==> config.mk <==
export PLATFORM = sky130hd
export DESIGN_NAME = alu_exec_stage_flat
export DESIGN_NICKNAME = d
export VERILOG_FILES = /design/src/rtl/alu_exec_if.sv /design/src/rtl/alu_exec_stage.sv /design/src/flat_wrapper.sv
export SDC_FILE = /design/constraint.sdc
export NUM_CORES = 1
export LEC_CHECK = 0
export ABC_CLOCK_PERIOD_IN_PS = 2200
export BUFFER_PORTS_ARGS = -buffer_cell sky130_fd_sc_hd__buf_2
export CORE_UTILIZATION = 61
export CTS_CLUSTER_SIZE = 20
export DETAILED_ROUTE_END_ITERATION = 8
export GPL_TIMING_DRIVEN = 0
export PLACE_DENSITY = 0.83
export SLEW_MARGIN = 5
export SYNTH_ARGS = -nofsm -noshare
export SYNTH_HDL_FRONTEND = slang
export SYNTH_SLANG_ARGS = --single-unit
==> constraint.sdc <==
create_clock -name clk -period 2.2 [get_ports clk]
set_input_delay 0.22 -clock clk [delete_from_list [all_inputs] [get_ports clk]]
set_output_delay 0.22 -clock clk [all_outputs]
set_load 0.03 [all_outputs]
==> src/rtl/alu_exec_if.sv <==
`default_nettype none
// ============================================================================
// Module   : alu_exec_if
// Brief    : Upstream/downstream valid-ready bundle for the ALU execute stage.
// Revision : 1.0  initial release
// ============================================================================
interface alu_exec_if #(
    parameter int XLEN = 64
);
    logic            in_valid;
    logic            in_ready;
    logic [3:0]      alu_ctrl;
    logic [XLEN-1:0] op_a;
    logic [XLEN-1:0] op_b;
    logic [4:0]      rd;
    logic            flush;
    logic            out_valid;
    logic            out_ready;
    logic [XLEN-1:0] out_result;
    logic            out_zero;
    logic [4:0]      out_rd;
    logic            out_illegal;

    // master: the ID/EX driver and EX/MEM consumer; slave: the execute stage
    modport master (
        output in_valid, alu_ctrl, op_a, op_b, rd, flush, out_ready,
        input  in_ready, out_valid, out_result, out_zero, out_rd, out_illegal
    );

    modport slave (
        input  in_valid, alu_ctrl, op_a, op_b, rd, flush, out_ready,
        output in_ready, out_valid, out_result, out_zero, out_rd, out_illegal
    );
endinterface
`default_nettype wire

==> src/rtl/alu_exec_stage.sv <==
`default_nettype none
// ============================================================================
// Module   : alu_exec_stage
// Brief    : 64-bit execute-stage ALU feeding a 2-entry valid/ready buffer.
// Revision : 1.0  initial release
// ============================================================================
module alu_exec_stage #(
    parameter int XLEN = 64
) (
    input  wire logic   clk,
    input  wire logic   rst_n,
    alu_exec_if.slave   bus
);
    localparam logic [3:0] c_OP_AND = 4'b0000;
    localparam logic [3:0] c_OP_OR  = 4'b0001;
    localparam logic [3:0] c_OP_ADD = 4'b0010;
    localparam logic [3:0] c_OP_SUB = 4'b0110;
    localparam logic [3:0] c_OP_SLT = 4'b0111;
    localparam logic [3:0] c_OP_NOR = 4'b1100;

    logic [XLEN-1:0] w_result;
    logic            w_illegal;
    logic            w_zero;
    logic            w_push;
    logic            w_pop;

    logic [XLEN-1:0] r_res  [2];
    logic [4:0]      r_rd   [2];
    logic [1:0]      r_zero;
    logic [1:0]      r_ill;
    logic [1:0]      r_count;
    logic            r_wptr;
    logic            r_rptr;

    always_comb begin
        w_result  = '0;
        w_illegal = 1'b0;
        case (bus.alu_ctrl)
            c_OP_AND: w_result = bus.op_a & bus.op_b;
            c_OP_OR:  w_result = bus.op_a | bus.op_b;
            c_OP_ADD: w_result = bus.op_a + bus.op_b;
            c_OP_SUB: w_result = bus.op_a - bus.op_b;
            c_OP_SLT: w_result = {{(XLEN-1){1'b0}}, ($signed(bus.op_a) < $signed(bus.op_b))};
            c_OP_NOR: w_result = ~(bus.op_a | bus.op_b);
            default:  w_illegal = 1'b1;
        endcase
    end

    assign w_zero = (w_result == '0);

    // Ready is a function of registered occupancy only, so no combinational
    // path exists from out_ready back to in_ready.
    assign bus.in_ready  = (r_count != 2'd2);
    assign bus.out_valid = (r_count != 2'd0);
    assign w_push        = bus.in_valid  & bus.in_ready  & ~bus.flush;
    assign w_pop         = bus.out_valid & bus.out_ready & ~bus.flush;

    assign bus.out_result  = r_res[r_rptr];
    assign bus.out_rd      = r_rd[r_rptr];
    assign bus.out_zero    = r_zero[r_rptr];
    assign bus.out_illegal = r_ill[r_rptr];

    always_ff @(posedge clk or negedge rst_n) begin
        if (!rst_n) begin
            r_count <= 2'd0;
            r_wptr  <= 1'b0;
            r_rptr  <= 1'b0;
            r_zero  <= 2'b00;
            r_ill   <= 2'b00;
            for (int i = 0; i < 2; i++) begin
                r_res[i] <= '0;
                r_rd[i]  <= '0;
            end
        end else if (bus.flush) begin
            r_count <= 2'd0;
            r_wptr  <= 1'b0;
            r_rptr  <= 1'b0;
        end else begin
            if (w_push) begin
                r_res[r_wptr]  <= w_result;
                r_rd[r_wptr]   <= bus.rd;
                r_zero[r_wptr] <= w_zero;
                r_ill[r_wptr]  <= w_illegal;
                r_wptr         <= ~r_wptr;
            end
            if (w_pop) begin
                r_rptr <= ~r_rptr;
            end
            case ({w_push, w_pop})
                2'b10:   r_count <= r_count + 2'd1;
                2'b01:   r_count <= r_count - 2'd1;
                default: r_count <= r_count;
            endcase
        end
    end
endmodule
`default_nettype wire

==> src/flat_wrapper.sv <==
// flat-port wrapper written by rule: the top's interface ports become plain ports
module alu_exec_stage_flat 
#(
    parameter int XLEN = 64
)
  (clk, rst_n, bus_in_valid, bus_alu_ctrl, bus_op_a, bus_op_b, bus_rd, bus_flush, bus_out_ready, bus_in_ready, bus_out_valid, bus_out_result, bus_out_zero, bus_out_rd, bus_out_illegal);
  alu_exec_if #(.XLEN(XLEN)) bus_i ();
  input  wire logic clk;
  input  wire logic rst_n;
  input wire logic [$bits(bus_i.in_valid)-1:0] bus_in_valid;
  input wire logic [$bits(bus_i.alu_ctrl)-1:0] bus_alu_ctrl;
  input wire logic [$bits(bus_i.op_a)-1:0] bus_op_a;
  input wire logic [$bits(bus_i.op_b)-1:0] bus_op_b;
  input wire logic [$bits(bus_i.rd)-1:0] bus_rd;
  input wire logic [$bits(bus_i.flush)-1:0] bus_flush;
  input wire logic [$bits(bus_i.out_ready)-1:0] bus_out_ready;
  output wire logic [$bits(bus_i.in_ready)-1:0] bus_in_ready;
  output wire logic [$bits(bus_i.out_valid)-1:0] bus_out_valid;
  output wire logic [$bits(bus_i.out_result)-1:0] bus_out_result;
  output wire logic [$bits(bus_i.out_zero)-1:0] bus_out_zero;
  output wire logic [$bits(bus_i.out_rd)-1:0] bus_out_rd;
  output wire logic [$bits(bus_i.out_illegal)-1:0] bus_out_illegal;
  assign bus_i.in_valid = bus_in_valid;
  assign bus_i.alu_ctrl = bus_alu_ctrl;
  assign bus_i.op_a = bus_op_a;
  assign bus_i.op_b = bus_op_b;
  assign bus_i.rd = bus_rd;
  assign bus_i.flush = bus_flush;
  assign bus_i.out_ready = bus_out_ready;
  assign bus_in_ready = bus_i.in_ready;
  assign bus_out_valid = bus_i.out_valid;
  assign bus_out_result = bus_i.out_result;
  assign bus_out_zero = bus_i.out_zero;
  assign bus_out_rd = bus_i.out_rd;
  assign bus_out_illegal = bus_i.out_illegal;
  alu_exec_stage #(.XLEN(XLEN)) u_core (.clk(clk), .rst_n(rst_n), .bus(bus_i));
endmodule
==> impl_metrics.env, run 1 <==
export IMPL_gp_congestion=1.177
export IMPL_core_rowCount=63
export IMPL_synth_cell_area_sq_um=18790
export IMPL_place_area_sq_um=21810
export IMPL_grt_max_degree=94
export IMPL_synth_ff_type="dfrtp_1"
export IMPL_ios=215
export IMPL_dp_hpwl_mm=67.97
export IMPL_numClockSinks=146
export IMPL_die_height_um=177.5
export IMPL_syn_inst=2533
export IMPL_yosysSeqAreaShare_pct=19.45
export IMPL_stop_stage="5_1_grt"
export IMPL_max_clock_path_buffers=3
export IMPL_die_w_um=177.5
export IMPL_ys_warn_count=0
export IMPL_grt_remaining_overflow=7
export IMPL_ctsRootBufferMaster="clkbuf_16"
export IMPL_synth_edf_count=0
export IMPL_io_buffers=213
export IMPL_synth_area_per_cell_sq_um=7.417
export IMPL_track_usage_pct=80.97
export IMPL_cts_buffers=25
export IMPL_syn_nets=2879
export IMPL_async_flop_share_pct=100.0
export IMPL_start_util_pct=62.72
export IMPL_status="aborted with a tool error"
export IMPL_error="[ERROR GRT-0232] Routing congestion too high. Check the congestion heatmap in the GUI."
export IMPL_synth_seq_cells=146
export IMPL_h_tree_depth=4
export IMPL_synth_distinct_cells=103
[per-stage QoR]
step / worst slack (ns) / instances / TNS [ns]
after CTS: -1.315 / 3315 / -42.70
after detailed placement: -2.613 / 3137 / -175.52
after global placement: -2.634 / 3136 / -299.10
after floorplan: -1.066 / 2533 / -28.51
[cell usage after synthesis (8+ instances only)]
library cell / number / area share (%)
clkbuf_1: 92 / 1.8
a21oi_1: 209 / 5.6
xnor2_1: 11 / 0.51
inv_1: 203 / 4.1
o21a_1: 23 / 0.92
a21o_1: 32 / 1.3
o31a_1: 10 / 0.47
nand3_1: 37 / 0.99
nand2_1: 319 / 6.4
a2111oi_0: 10 / 0.47
o21bai_1: 26 / 1.0
nor4_1: 47 / 1.6
o211ai_1: 25 / 1.0
o21ai_1: 12 / 0.32
ha_1: 202 / 13
a221oi_1: 42 / 2.0
a31oi_1: 22 / 0.73
nor2_1: 219 / 4.4
o21ai_0: 190 / 5.1
nor2b_1: 21 / 0.70
nor3_1: 51 / 1.4
mux2_2: 106 / 6.4
nand2b_1: 8 / 0.27
o31ai_1: 39 / 1.6
nand4_1: 47 / 1.6
buf_2: 40 / 1.1
or2_2: 8 / 0.27
or4_1: 8 / 0.32
a211o_1: 9 / 0.42
a221o_1: 38 / 2.0
o22ai_1: 18 / 0.60
a211oi_1: 21 / 0.84
and2_1: 14 / 0.47
dfrtp_1: 146 / 19
a22oi_1: 18 / 0.72
o221ai_1: 20 / 0.93
buf_1: 8 / 0.16
and3_1: 16 / 0.53
[logic make-up after synthesis]
logic type / count (synthesis) / synth area share, %
flops: 146 / 19.45
buf+inv: 358 / 7.678
mux: 111 / 6.620
fa+ha+maj: 204 / 13.67
xor+xnor: 13 / 0.6060
simple gates: 842 / 20.93
compound gates: 859 / 31.05
[layer usage]
metal  GRT overflow  GRT usage (%)
met5              0          53.85
met4              1          73.68
met3              0          72.86
met2              6          92.48
met1              0          81.59
[timing repair]
item,CTS
pin swaps,122
endpoints found under the setup margin,208
setup buffers,146
gates resized for setup,569
hold buffers,5
gates cloned,1
hold endpoints to repair,57
==> run 2, diff against run 1 <==
--- a/config.mk
+++ b/config.mk
@@ -7,11 +7,10 @@
 export LEC_CHECK = 0
 export ABC_CLOCK_PERIOD_IN_PS = 2200
 export BUFFER_PORTS_ARGS = -buffer_cell sky130_fd_sc_hd__buf_2
-export CORE_UTILIZATION = 61
-export CTS_CLUSTER_SIZE = 20
+export CORE_UTILIZATION = 40
 export DETAILED_ROUTE_END_ITERATION = 8
 export GPL_TIMING_DRIVEN = 0
-export PLACE_DENSITY = 0.83
+export PLACE_DENSITY_LB_ADDON = 0.15
 export SLEW_MARGIN = 5
 export SYNTH_ARGS = -nofsm -noshare
 export SYNTH_HDL_FRONTEND = slang
==> run 2 against run 1 <==
  * The flow now finishes, with violations (negative setup slack)
  * Area after synthesis stayed put
  * Synthesized cell count stayed put
==> impl_metrics.env, run 2 <==
export IMPL_synth_cell_area_sq_um=18790
export IMPL_gp_congestion=1.050
export IMPL_hold_viol_final=0
export IMPL_cp_max_fo=10
export IMPL_cp_common_cell="buf_4"
export IMPL_cts_buffers=17
export IMPL_ios=215
export IMPL_yosysTopAreaCell="dfrtp_1"
export IMPL_critPathMaxStageDelay_ns=0.42
export IMPL_yosysSeqAreaShare_pct=19.45
export IMPL_path_clk_slew_ns=0.06
export IMPL_holdWs_ns=0.001107
export IMPL_start_util_pct=40.44
export IMPL_die_height_um=218.7
export IMPL_fin_area_sq_um=28490
export IMPL_setup_ws_ns=-1.425
export IMPL_core_area_sq_um=46460
export IMPL_insertion_delay_ns=0.44
export IMPL_slew_limit_headroom_pct=37.92
export IMPL_core_rowCount=79
export IMPL_start_kind="input port"
export IMPL_antenna_found_initial=3
export IMPL_synth_seq_cells=146
export IMPL_tightest_slew_ns=0.9311
export IMPL_synth_area_per_cell_sq_um=7.417
export IMPL_grt_remaining_overflow=0
export IMPL_syn_inst=2533
export IMPL_synth_ff_type="dfrtp_1"
export IMPL_pwr_share_seq_pct=23.3
export IMPL_violations="negative setup slack"
export IMPL_internal_power_mw=8.945
export IMPL_reg_top3="u_core.r_res: 128 flops, u_core.r_rd: 10 flops"
export IMPL_crit_type="in -> reg"
export IMPL_ys_warn_count=0
export IMPL_dieArea_sq_um=47840
export IMPL_finClkSkew_ns=0.006563
export IMPL_vias=23620
export IMPL_numClockSinks=146
export IMPL_max_freq_ghz=0.2758
export IMPL_grt_pass1_wl_mm=146.8
export IMPL_worstPathArrival_ns=3.98
export IMPL_finalSetupViolCount=169
export IMPL_rsz0062_at_grt="true"
export IMPL_drtPass1Iterations=8
export IMPL_drt_antenna_violating_nets=0
export IMPL_largest_reg_flops=128
export IMPL_final_common_cell="nand2_1"
export IMPL_ys_top_cells_by_area="dfrtp_1 19%, ha_1 13%, nand2_1 6.4%, mux2_2 6.4%, a21oi_1 5.6%"
export IMPL_p_sw_mw=6.966
export IMPL_grt_max_degree=95
export IMPL_track_usage_pct=41.83
export IMPL_drive_gt1_share_pct=43.02
export IMPL_h_tree_depth=4
export IMPL_nFillCells=4039
export IMPL_cts_tree="yes"
export IMPL_crit_path_cell_trace="buf_4 -> inv_12 -> ha_4 -> buf_6 -> inv_1 -> nand4_1 -> nor2_1 -> o31ai_4 -> buf_4 -> o221a_4 -> a31oi_4 -> nand2_2 -> o41ai_4 -> o21a_1 -> a21oi_4 -> nor4b_4 -> nand2_1 -> o21ai_2"
export IMPL_p_per_area_nw_per_um2=558.6
export IMPL_post_route_period_util_pct=164.8
export IMPL_period_needed_ns=3.625
export IMPL_hold_path_class="in -> reg"
export IMPL_clkPwrFrac_pct=20.5
export IMPL_synthTopCellsByCount="319 x nand2_1, 219 x nor2_1, 209 x a21oi_1"
export IMPL_switching_share_pct=43.78
export IMPL_maxCapViolations=0
export IMPL_nets=3357
export IMPL_routed_via_density=6.502
export IMPL_pwr_share_comb_pct=56.2
export IMPL_drv_slew=0
export IMPL_synth_top_area_share_pct=19.45
export IMPL_endpoint_kind="flop"
export IMPL_ctsRootBufferMaster="clkbuf_16"
export IMPL_synth_edf_count=0
export IMPL_top_register="u_core.r_res"
export IMPL_dp_hpwl_mm=79.11
export IMPL_first_global_vias=22250
export IMPL_synth_distinct_cells=103
export IMPL_die_w_um=218.7
export IMPL_drt_iter0_markers=2914
export IMPL_syn_nets=2879
export IMPL_cellLeakagePower_nw=12.26
export IMPL_crit_slowest_cell="nor4b_4"
export IMPL_cp_required_ns=2.56
export IMPL_status="finished with violations"
export IMPL_io_buffers=213
export IMPL_cp_num_buf_inv=5
export IMPL_area_growth_pct=51.62
export IMPL_drc=0
export IMPL_irDropWorstVdd_v=0.001058
export IMPL_max_clock_path_buffers=2
export IMPL_final_cell_mix="290 x nand2_1, 198 x buf_4, 187 x nor2_1, 182 x buf_2, 157 x ha_1"
export IMPL_p_total_mw=15.91
export IMPL_async_flop_share_pct=100.0
export IMPL_place_area_sq_um=22080
export IMPL_wirelength_mm=104.5
export IMPL_wl_per_cell_um=28.76
export IMPL_yosysMostFrequentCell="nand2_1"
export IMPL_critical_path_top_delay_family="compound AO/OA/AOI/OAI gates"
export IMPL_finalSetupTns_ns=-74.23
run 2: layer usage:
metal | wire [um] | up-vias | track usage, %
met4 | 6358 | 4 | 20.56
met3 | 10700 | 366 | 9.548
met2 | 45650 | 1419 | 65.41
li1 | - | 10290 | -
met5 | 27 | - | 0
met1 | 41760 | 11550 | 53.89
run 2: worst register-to-register path, delay by kind of cell, from the launching register on:
family,cells,cell delay [ns]
buf+inv,2,1.06
simple gates,4,0.57
mux,1,0.43
flops,1,0.42
run 2: area by class of cell:
class	count	area [sq um]	share of cell area [%]
inverters	208	925.9	3.250
clock buffers	21	470.5	1.652
well taps	607	759.5	2.666
plain buffers	145	1171	4.111
clock inverters	11	198.9	0.6984
multi-input cells	2029	17740	62.27
flip-flops and latches	146	3654	12.83
diodes	2	5.005	0.01757
repair buffers	464	3562	12.50
run 2: cells by family after synthesis:
logic type      share of synthesized area, %
simple gates                           20.93
mux                                    6.620
compound gates                         31.05
buf+inv                                7.678
fa+ha+maj                              13.67
xor+xnor                              0.6060
flops                                  19.45
run 2: through the flow:
step / std cells / utilization [%] / setup slack, ns
after floorplan: 2533 / - / -1.066
after global placement: 3353 / 47.46 / -3.131
after detailed placement: 3354 / 47.53 / -3.077
after CTS: 3549 / 57.00 / -1.372
after global routing: 3631 / 61.31 / -1.483
final: 3633 / 61.32 / -1.425
run 2: power by group through the flow:
stage / Clock, mW / Combinational (mW) / Sequential, mW
after floorplan: 0 / 4.56 / 3.61
after global placement: 0 / 6.61 / 3.68
after detailed placement: 0 / 6.69 / 3.73
after CTS: 3.27 / 8.01 / 3.69
after global routing: 3.40 / 9.35 / 3.77
final: 3.27 / 8.94 / 3.70
run 2: final timing paths:
path                              startpoint                end  slack [ns]  cells past startpoint
setup / recovery                bus_op_b[18]   u_core.r_zero[0]       -1.43                     18
hold / removal                     bus_rd[2]     u_core.r_rd[7]       0.001                      3
setup reg to reg           u_core.r_count[0]   u_core.r_res[60]       -0.38                      7
hold reg to reg            u_core.r_res[123]  u_core.r_res[123]        0.47                      2
max in group asynchronous              rst_n  u_core.r_res[111]        1.06                      3
min in group asynchronous              rst_n    u_core.r_res[9]        0.31                      2
run 2: repair_timing:
action,in CTS,in global routing
pin swaps,141,133
hold buffers,3,0
hold endpoints to repair,54,0
gates resized for setup,568,328
setup endpoints to repair,194,201
buffers inserted,163,94
cloned,0,2
(Power assumes the default switching activity.)
